## src/rtl/toll_pkg.sv

```systemverilog
// Shared types and codes for the toll lane sequencer and its wait timer.
package toll_pkg;

  typedef enum logic [2:0] {
    IDLE     = 3'd0,
    WAIT_TAG = 3'd1,
    PAY      = 3'd2,
    OPEN     = 3'd3,
    HOLD     = 3'd4
  } state_t;

  localparam logic [1:0] LAMP_OFF   = 2'b00;
  localparam logic [1:0] LAMP_GREEN = 2'b01;
  localparam logic [1:0] LAMP_RED   = 2'b10;

  localparam logic [1:0] WAIT_MODE_RUN = 2'b10;
  localparam logic [1:0] WAIT_MODE_CLR = 2'b00;

  // Lamp colour shown while the lane sits in a given state.
  function automatic logic [1:0] lamp_for(state_t s);
    case (s)
      PAY:        return LAMP_RED;
      OPEN, HOLD: return LAMP_GREEN;
      default:    return LAMP_OFF;
    endcase
  endfunction

endpackage

```

## src/rtl/lane_timer.sv

```systemverilog
// Up-counter with synchronous clear and enable; match flags count == term.
module lane_timer #(
  parameter int W = 5
) (
  input  logic         clk,
  input  logic         rst,
  input  logic         clr,
  input  logic         en,
  input  logic [W-1:0] term,
  output logic         match
);

  logic [W-1:0] count;

  always_ff @(posedge clk) begin
    if (rst || clr)
      count <= '0;
    else if (en)
      count <= count + 1'b1;
  end

  assign match = (count == term);

endmodule

```

## src/rtl/toll_lane_ctrl.sv

```systemverilog
// Per-lane toll gate sequencer: hipass wait window, manual pay fallback, exit hold.
// Optional TOLL_VIOLATION_EN adds viol/viol_cnt for car_exit seen while the gate is down.
module toll_lane_ctrl
  import toll_pkg::*;
#(
  parameter int WAIT_CYCLES = 7,
  parameter int HOLD_CYCLES = 16,
  parameter int TMR_W       = 5
) (
  input  logic       clk,
  input  logic       rst,
  input  logic       car_det,
  input  logic       hipass_ok,
  input  logic       pay_done,
  input  logic       car_exit,
  output logic [1:0] wait_en,
  output logic       gate_open,
  output logic [1:0] lamp,
  output logic       fee_req,
  output logic [7:0] pass_cnt,
  output logic [2:0] state
`ifdef TOLL_VIOLATION_EN
  ,
  output logic       viol,
  output logic [7:0] viol_cnt
`endif
);

  localparam logic [TMR_W-1:0] WAIT_TERM = TMR_W'(WAIT_CYCLES - 1);
  localparam logic [TMR_W-1:0] HOLD_TERM = TMR_W'(HOLD_CYCLES - 1);

  state_t           cur, nxt;
  logic             tmr_clr, tmr_en, tmr_match, pass_inc;
  logic [TMR_W-1:0] tmr_term;

`ifdef TOLL_VIOLATION_EN
  logic stray_exit;
  assign stray_exit = car_exit && !gate_open;
`endif

  lane_timer #(.W(TMR_W)) u_timer (
    .clk   (clk),
    .rst   (rst),
    .clr   (tmr_clr),
    .en    (tmr_en),
    .term  (tmr_term),
    .match (tmr_match)
  );

  // Timer is held clear except while dwelling in WAIT_TAG or HOLD, so every entry starts at 0.
  always_comb begin
    nxt      = cur;
    tmr_clr  = 1'b1;
    tmr_en   = 1'b0;
    pass_inc = 1'b0;
    tmr_term = (cur == HOLD) ? HOLD_TERM : WAIT_TERM;
    case (cur)
      IDLE: if (car_det) nxt = WAIT_TAG;
      WAIT_TAG: begin
        if (hipass_ok)      nxt = OPEN;
        else if (!car_det)  nxt = IDLE;
        else if (tmr_match) nxt = PAY;
        else begin
          tmr_clr = 1'b0;
          tmr_en  = 1'b1;
        end
      end
      PAY: begin
        if (pay_done)        nxt = OPEN;
`ifdef TOLL_VIOLATION_EN
        else if (stray_exit) nxt = IDLE;
`endif
        else if (!car_det)   nxt = IDLE;
      end
      OPEN: if (car_exit) nxt = HOLD;
      HOLD: begin
        if (tmr_match) begin
          pass_inc = 1'b1;
          nxt      = car_det ? WAIT_TAG : IDLE;
        end else begin
          tmr_clr = 1'b0;
          tmr_en  = 1'b1;
        end
      end
      default: nxt = IDLE;
    endcase
  end

  // Outputs are registered from the next state so they line up with the state register.
  always_ff @(posedge clk) begin
    if (rst) begin
      cur       <= IDLE;
      pass_cnt  <= '0;
      wait_en   <= WAIT_MODE_CLR;
      gate_open <= 1'b0;
      lamp      <= LAMP_OFF;
      fee_req   <= 1'b0;
    end else begin
      cur       <= nxt;
      wait_en   <= (nxt == WAIT_TAG) ? WAIT_MODE_RUN : WAIT_MODE_CLR;
      gate_open <= (nxt == OPEN) || (nxt == HOLD);
      lamp      <= lamp_for(nxt);
      fee_req   <= (nxt == PAY);
      if (pass_inc) pass_cnt <= pass_cnt + 8'd1;
    end
  end

`ifdef TOLL_VIOLATION_EN
  always_ff @(posedge clk) begin
    if (rst) begin
      viol     <= 1'b0;
      viol_cnt <= '0;
    end else begin
      viol <= stray_exit;
      if (stray_exit) viol_cnt <= viol_cnt + 8'd1;
    end
  end
`endif

  assign state = cur;

endmodule

```

## config.mk

```make
export PLATFORM = sky130hd
export DESIGN_NAME = toll_lane_ctrl
export DESIGN_NICKNAME = d
export VERILOG_FILES = /design/src/rtl/toll_pkg.sv /design/src/rtl/lane_timer.sv /design/src/rtl/toll_lane_ctrl.sv
export SDC_FILE = /design/constraint.sdc
export NUM_CORES = 1
export LEC_CHECK = 0
export ABC_AREA = 1
export CORE_MARGIN = 8
export CORE_UTILIZATION = 52
export CTS_BUF_LIST = sky130_fd_sc_hd__clkbuf_16
export CTS_CLUSTER_DIAMETER = 50
export DETAILED_ROUTE_END_ITERATION = 12
export PLACE_DENSITY_LB_ADDON = 0.15
export REMOVE_ABC_BUFFERS = 1
export SLEW_MARGIN = 0
export SYNTH_ARGS = -nofsm -noshare
export SYNTH_HDL_FRONTEND = slang
export SYNTH_SLANG_ARGS = --single-unit
```

## constraint.sdc

```tcl
create_clock -name clk -period 3.8 [get_ports clk]
set_input_delay 0.76 -clock clk [delete_from_list [all_inputs] [get_ports clk]]
set_output_delay 0.76 -clock clk [all_outputs]
set_load 0.03 [all_outputs]
```

==> results.sh, run 1 <==
export IMPL_worst_path_largest_cell_delay_ps=710
export IMPL_grt_util_met2_pct=22.4
export IMPL_rows=16
export IMPL_path_cells="clkdlybuf4s50_1"
export IMPL_p_leak_nw=0.551
export IMPL_layout_common_cells="25 x nand2_1, 21 x clkdlybuf4s50_1, 20 x dfxtp_1"
export IMPL_critical_path_required_ps=3040
export IMPL_synth_distinct_cells=27
export IMPL_powerDensity_nw_per_um2=372
export IMPL_finClkSkew_ps=0.947
export IMPL_vias=931
export IMPL_ant_nets=0
export IMPL_finalPower_mw=0.491
export IMPL_cap_violations=0
export IMPL_grt_first_pass_wirelength_microns=3550
export IMPL_ctsLongestPathBuffers=2
export IMPL_crit_type="reg2out"
export IMPL_io_pins=23
export IMPL_synth_avg_cell_area_sq_um=7.28
export IMPL_cts_tree="done"
export IMPL_synth_edf_count=0
export IMPL_syn_to_final_growth_pct=29.4
export IMPL_cts_setup_buffers=0
export IMPL_use_met1_pct=13.6
export IMPL_ys_warn_count=0
export IMPL_n_fill_cell=157
export IMPL_cp_max_fo=5
export IMPL_routedWlPerCell_microns=11.1
export IMPL_busiest_layer="met2"
export IMPL_cts_hold_buf=0
export IMPL_cts_root_buffer="clkbuf_16"
export IMPL_fin_tns_setup_ps=0
export IMPL_grt_remaining_overflow=0
export IMPL_insertion_delay_ps=250
export IMPL_crit_buf_inv=1
export IMPL_cp_slowest_cell="clkdlybuf4s50_1"
export IMPL_drt_pass1_iter_count=5
export IMPL_switching_power_mw=0.111
export IMPL_min_period_ps=2120
export IMPL_cts_clk_slew_worst_paths_ps=50
export IMPL_drive_gt1_share_pct=9.94
export IMPL_internal_power_mw=0.380
export IMPL_p_seq_share_pct=44.9
export IMPL_status="finished, final reports clean"
export IMPL_htree_levels=1
export IMPL_syn_inst=140
export IMPL_nets=171
export IMPL_die_w_microns=60.3
export IMPL_start_kind="register"
export IMPL_power_frac_comb_pct=13.0
export IMPL_yosysSeqAreaShare_pct=39.3
export IMPL_core_area_sq_um=1900
export IMPL_cts_resized=0
export IMPL_hp_class="reg2reg"
export IMPL_initial_core_util_pct=53.6
export IMPL_ys_flop_type="dfxtp_1"
export IMPL_grtUsageTotal_pct=12.7
export IMPL_hpwl_microns=1610
export IMPL_port_buffers=21
export IMPL_grt_pass1_vias=899
export IMPL_async_flop_share_pct=0
export IMPL_peakVddDrop_mv=0.349
export IMPL_clock_fmax_mhz=471
export IMPL_die_h_microns=60.3
export IMPL_setup_viol=0
export IMPL_drt_wl_total_microns=2100
export IMPL_synth_seq_cells=20
export IMPL_rsz0062_at_grt="no"
export IMPL_crit_family="buffers and inverters"
export IMPL_antenna_found_initial=0
export IMPL_routed_via_density=4.95
export IMPL_grt_max_degree=12
export IMPL_gp_congestion=0.821
export IMPL_gr_usage_met3_pct=3.23
export IMPL_drc=0
export IMPL_finalMaxSlewViolations=0
export IMPL_final_common_cell="nand2_1"
export IMPL_crit_arrival_ps=1360
export IMPL_pwr_share_clk_pct=42.1
export IMPL_diodes=0
export IMPL_numCtsBuffers=3
export IMPL_syn_area_sq_um=1020
export IMPL_fin_crit_sh_pct=55.9
export IMPL_crit_path_end_kind="output port"
export IMPL_cts_sinks=20
export IMPL_hold_viol_final=0
export IMPL_drt_iter0_markers=14
export IMPL_die_area_sq_um=3630
export IMPL_power_share_switching_pct=22.6
## cells by family after synthesis
| kind of cell | share of synthesized area (%) |
|---|---|
| compound gates | 9.82 |
| xor+xnor | 6.01 |
| fa+ha+maj | 2.45 |
| buf+inv | 8.10 |
| flops | 39.3 |
| other cells | 0.368 |
| simple gates | 34.0 |
## through the flow
stage	setup slack (ps)	cell area, sq um	util [%]	cells	hold WS [ps]
detailed placement	1650	1240	65.5	185	482
global placement	1680	1240	65.5	185	473
global route	1620	1320	69.4	188	542
CTS	1670	1320	69.4	188	506
finish	1680	1320	69.4	188	510
floorplan	2260	1000	-	137	455
## state kept, by name, indices dropped and copies added, names as in the netlist
register and flops:
pass_cnt 8, u_timer.count 5, state 3, lamp 2
gate_open 1, wait_en 1
## power by group through the flow
| stage | combinational, mW | clock (mW) | sequential [mW] |
|---|---|---|---|
| floorplan | 0.0277 | 0 | 0.237 |
| global placement | 0.0639 | 0 | 0.224 |
| detailed placement | 0.0643 | 0 | 0.225 |
| CTS | 0.0646 | 0.211 | 0.220 |
| global route | 0.0720 | 0.221 | 0.221 |
| finish | 0.0639 | 0.206 | 0.220 |
## metal layers
layer  wire (microns)  up-vias
met5                0        -
met3              114        5
met2              961       24
met1              978      416
li1                 -      486
met4               40        0
## final timing paths
path	start	cells past startpoint	slack [ps]	endpoint
worst min-delay path	u_timer.count[4]	2	510	u_timer.count[4]
worst min register to register	u_timer.count[4]	2	510	u_timer.count[4]
worst max register to register	state[0]	9	2390	u_timer.count[4]
worst max-delay path	state[0]	1	1680	state[0]
## cell usage after synthesis, types with 2 or more instances
master	instances	area, sq um
xor2_1	5	43.8
dfxtp_1	20	400
nand2_1	25	93.8
nand2_2	2	12.5
inv_2	4	15.0
nor2_1	18	67.6
o21ai_0	6	30.0
ha_1	2	25.0
nor3_1	6	30.0
a21oi_1	9	45.0
xnor2_1	2	17.5
buf_4	2	15.0
nand3_1	13	65.1
inv_1	13	48.8
## layout make-up
type	count	area [sq um]	area share, %
tap	27	33.8	2.56
clock buffer	3	75.1	5.69
sequential	20	400	30.3
multi-input combinational	100	537	40.7
inverter	17	63.8	4.83
timing repair buffer	21	210	15.9
Note: power is estimated with default switching activity, not from simulation.
==> run 2, diff against run 1 <==
CORE_UTILIZATION = 44   (was 52)
clock period = 1.9 ns   (was 3.8 ns; I/O delays follow)
==> results.sh, run 2 (same netlist as run 1, synthesis figures left out) <==
export IMPL_holdPathStages=2
export IMPL_hold_viol_final=0
export IMPL_layout_common_cells="25 x nand2_1, 21 x clkdlybuf4s50_1, 20 x dfxtp_1"
export IMPL_crit_family="buffers and inverters"
export IMPL_die_w_microns=64.1
export IMPL_cts_clk_slew_worst_paths_ps=50
export IMPL_drive_gt1_share_pct=11.0
export IMPL_cap_violations=0
export IMPL_initial_core_util_pct=46.1
export IMPL_worst_path_largest_cell_delay_ps=700
export IMPL_hp_start="u_timer.count[4]"
export IMPL_hp_class="reg2reg"
export IMPL_vias=965
export IMPL_grt_pass1_vias=954
export IMPL_worstReg2RegEnd="gate_open"
export IMPL_cts_root_buffer="clkbuf_16"
export IMPL_critical_path_required_ps=1520
export IMPL_setup_viol=0
export IMPL_fin_tns_setup_ps=0
export IMPL_drc=0
export IMPL_grt_max_degree=11
export IMPL_drt_wl_total_microns=2290
export IMPL_status="finished, final reports clean"
export IMPL_path_cells="clkdlybuf4s50_1"
export IMPL_start_kind="register"
export IMPL_hpwl_microns=1830
export IMPL_top_register="pass_cnt"
export IMPL_die_h_microns=64.1
export IMPL_crit_buf_inv=1
export IMPL_diodes=0
export IMPL_cts_hold_buf=0
export IMPL_min_period_ps=1740
export IMPL_p_leak_nw=0.561
export IMPL_r2r_cells=9
export IMPL_crit_type="reg2out"
export IMPL_final_common_cell="nand2_1"
export IMPL_grtUsageTotal_pct=12.0
export IMPL_ctsLongestPathBuffers=2
export IMPL_drt_pass1_iter_count=4
export IMPL_routedWlPerCell_microns=12.0
export IMPL_core_area_sq_um=2210
export IMPL_finClkSkew_ps=1.91
export IMPL_grt_first_pass_wirelength_microns=4090
export IMPL_cts_sinks=20
export IMPL_fin_crit_sh_pct=91.3
export IMPL_rows=17
export IMPL_antenna_found_initial=0
export IMPL_routed_via_density=5.05
export IMPL_grt_remaining_overflow=0
export IMPL_syn_to_final_growth_pct=31.0
export IMPL_reg2reg_setup_slack_ps=460
export IMPL_cts_resized=0
export IMPL_rsz0062_at_grt="no"
export IMPL_finalNonFillerCells=191
export IMPL_clock_fmax_mhz=576
export IMPL_crit_path_end_kind="output port"
export IMPL_ant_nets=0
export IMPL_nets=173
export IMPL_worstHoldEndpoint="u_timer.count[4]"
export IMPL_port_buffers=21
export IMPL_largest_reg_flops=8
export IMPL_crit_arrival_ps=1360
export IMPL_peakVddDrop_mv=0.696
export IMPL_r2r_start="u_timer.count[2]"
export IMPL_io_pins=23
export IMPL_cts_tree="done"
export IMPL_htree_levels=1
export IMPL_insertion_delay_ps=250
export IMPL_cp_max_fo=5
export IMPL_cts_setup_buffers=0
export IMPL_cp_slowest_cell="clkdlybuf4s50_1"
export IMPL_gp_congestion=0.964
export IMPL_drt_iter0_markers=18
export IMPL_numCtsBuffers=3
export IMPL_dp_cells=188
export IMPL_die_area_sq_um=4110
export IMPL_powerDensity_nw_per_um2=742
export IMPL_finalMaxSlewViolations=0
run 2: cell types whose count changed in the layout (fill, tap and decap cells not counted):
cell | previous run | this run
buf_4 | 0 | 2
run 2: area by class of cell:
cell class / instances / area, sq um
Fill cell: 208 / 876
Sequential cell: 20 / 400
Inverter: 17 / 63.8
Timing Repair Buffer: 23 / 225
Multi-Input combinational cell: 100 / 537
Tap cell: 28 / 35.0
Clock buffer: 3 / 75.1
run 2: stage by stage:
stage / hold slack (ps) / worst slack (ps) / power [mW] / util (%) / area (sq um)
floorplan: 449 / 449 / 0.528 / - / 1000
finish: 489 / 165 / 0.992 / 60.4 / 1340
CTS: 486 / 148 / 1.00 / 60.4 / 1340
global route: 522 / 119 / 1.04 / 60.4 / 1340
global placement: 474 / 219 / 0.581 / 57.0 / 1260
detailed placement: 475 / 103 / 0.583 / 57.0 / 1260
run 2: how the worst max path moves through the flow:
stage | end | cells after the start | start | slack [ps]
2_1_floorplan | gate_open | 9 | state[1] | 450
3_3_place_gp | lamp[0] | 9 | car_det | 220
3_5_place_dp | gate_open | 9 | car_det | 100
4_1_cts | state[0] | 1 | state[0] | 150
5_1_grt | state[0] | 1 | state[0] | 120
6_report | state[0] | 1 | state[0] | 160
run 2: per-layer routing:
metal  up-vias  share of wire, %  GRT usage (%)
li1        496                 -              -
met1       435                41           13.0
met2        30                51           20.8
met3         4               5.7           4.70
met4         0               1.8           4.09
met5         -                 0              0
run 2: power breakdown:
group | internal [mW] | switching, mW | total (mW) | leakage, nW
Combinational | 0.0527 | 0.0810 | 0.134 | 0.362
Sequential | 0.432 | 0.00782 | 0.440 | 0.162
Clock | 0.277 | 0.141 | 0.418 | 0.0370
==> run 3, diff against run 2 <==
CELL_PAD_IN_SITES_DETAIL_PLACEMENT = 2   (was unset)
CELL_PAD_IN_SITES_GLOBAL_PLACEMENT = 2   (was unset)
CORE_UTILIZATION = 24   (was 44)
==> results.sh, run 3 (same netlist as run 1, synthesis figures left out) <==
export IMPL_die_area_sq_um=6590
export IMPL_cts_hold_buf=0
export IMPL_cp_max_fo=5
export IMPL_rows=23
export IMPL_hpwl_microns=2450
export IMPL_hp_class="reg2reg"
export IMPL_crit_type="reg2out"
export IMPL_power_share_switching_pct=25.1
export IMPL_vias=988
export IMPL_port_buffers=21
export IMPL_finalNonFillerCells=214
export IMPL_finClkSkew_ps=1.49
export IMPL_startpoint="state[0]"
export IMPL_switching_power_mw=0.256
export IMPL_drt_pass1_iter_count=4
export IMPL_gp_congestion=0.731
export IMPL_grt_pass1_vias=1053
export IMPL_r2r_start="state[0]"
export IMPL_setup_viol=0
export IMPL_crit_buf_inv=1
export IMPL_seq_area_sq_um=400
export IMPL_die_h_microns=81.2
export IMPL_dp_cells=210
export IMPL_power_frac_comb_pct=13.5
export IMPL_hp_start="u_timer.count[4]"
export IMPL_final_common_cell="nand2_1"
export IMPL_fin_crit_sh_pct=93.4
export IMPL_min_period_ps=1780
export IMPL_grtUsageTotal_pct=10.1
export IMPL_syn_to_final_growth_pct=34.1
export IMPL_utilization_pct=33.7
export IMPL_p_leak_nw=0.563
export IMPL_ant_nets=0
export IMPL_htree_levels=1
export IMPL_pwr_share_clk_pct=43.3
export IMPL_drt_iter0_markers=11
export IMPL_cap_violations=0
export IMPL_crit_family="buffers and inverters"
export IMPL_n_fill_cell=480
export IMPL_cp_slowest_cell="clkdlybuf4s50_1"
export IMPL_diodes=0
export IMPL_crit_arrival_ps=1400
export IMPL_top_register="pass_cnt"
export IMPL_drive_gt1_share_pct=11.0
export IMPL_grt_max_degree=12
export IMPL_io_pins=23
export IMPL_grt_remaining_overflow=0
export IMPL_critical_path_required_ps=1520
export IMPL_internal_power_mw=0.765
export IMPL_largest_reg_flops=8
export IMPL_crit_cells=1
export IMPL_rsz0062_at_grt="no"
export IMPL_die_w_microns=81.2
export IMPL_multi_input_area_sq_um=537
export IMPL_initial_core_util_pct=25.1
export IMPL_insertion_delay_ps=250
export IMPL_hold_viol_final=0
export IMPL_cts_resized=0
export IMPL_antenna_found_initial=0
export IMPL_numCtsBuffers=3
export IMPL_ctsLongestPathBuffers=2
export IMPL_holdPathStages=2
export IMPL_cts_sinks=20
export IMPL_cts_tree="done"
export IMPL_cts_clk_slew_worst_paths_ps=60
export IMPL_drc=0
export IMPL_postPlaceCellArea_sq_um=1290
export IMPL_r2r_cells=9
export IMPL_cts_setup_buffers=0
export IMPL_drt_wl_total_microns=3110
export IMPL_nets=173
export IMPL_grt_first_pass_wirelength_microns=5120
export IMPL_routed_via_density=4.62
export IMPL_fin_tns_setup_ps=0
export IMPL_layout_common_cells="25 x nand2_1, 21 x clkdlybuf4s50_1, 20 x dfxtp_1"
export IMPL_p_seq_share_pct=43.2
export IMPL_routedWlPerCell_microns=14.5
export IMPL_path_cells="clkdlybuf4s50_1"
export IMPL_cts_root_buffer="clkbuf_16"
export IMPL_status="finished, final reports clean"
export IMPL_peakVddDrop_mv=0.499
export IMPL_core_area_sq_um=4060
export IMPL_powerDensity_nw_per_um2=747
export IMPL_start_kind="register"
export IMPL_finalMaxSlewViolations=0
export IMPL_worst_path_largest_cell_delay_ps=720
export IMPL_fin_area_sq_um=1370
export IMPL_crit_path_end_kind="output port"
export IMPL_clock_fmax_mhz=563
## run 3: changes by cell type in the layout (fill, tap and decap cells not counted), sizes merged
cell	previous run	this run
clkinv	0	1
## run 3: power groups by stage
stage	Combinational, mW	Clock (mW)	Sequential, mW
global route	0.151	0.481	0.443
finish	0.138	0.442	0.442
global placement	0.136	0	0.451
detailed placement	0.139	0	0.451
floorplan	0.0553	0	0.473
CTS	0.140	0.473	0.442
## run 3: path summary, 6_finish.rpt
kind / end / slack, ps
worst max register to register: gate_open / 420
worst min register to register: u_timer.count[4] / 490
worst max-delay path: state[0] / 120
worst min-delay path: u_timer.count[4] / 490
## run 3: area by class of cell
type,instances,share of cell area (%)
clock buffers,3,5.49
clock inverters,1,0.274
inverters,17,4.67
multi-input cells,100,39.2
flip-flops and latches,20,29.3
well taps,50,4.57
repair buffers,23,16.5
## run 3: layer usage
| layer | routed length [microns] | vias to the layer above | GRT usage, % |
|---|---|---|---|
| li1 | - | 490 | - |
| met1 | 1440 | 480 | 11.9 |
| met2 | 1490 | 13 | 16.1 |
| met3 | 138 | 5 | 4.30 |
| met4 | 41 | 0 | 3.75 |
| met5 | 0 | - | 0 |
## run 3: through the flow
step,setup WS [ps],power [mW],hold slack [ps]
2_1_floorplan,449,0.528,449
3_3_place_gp,181,0.586,471
3_5_place_dp,61.6,0.590,486
4_1_cts,101,1.06,494
5_1_grt,67.8,1.07,526
6_report,125,1.02,488
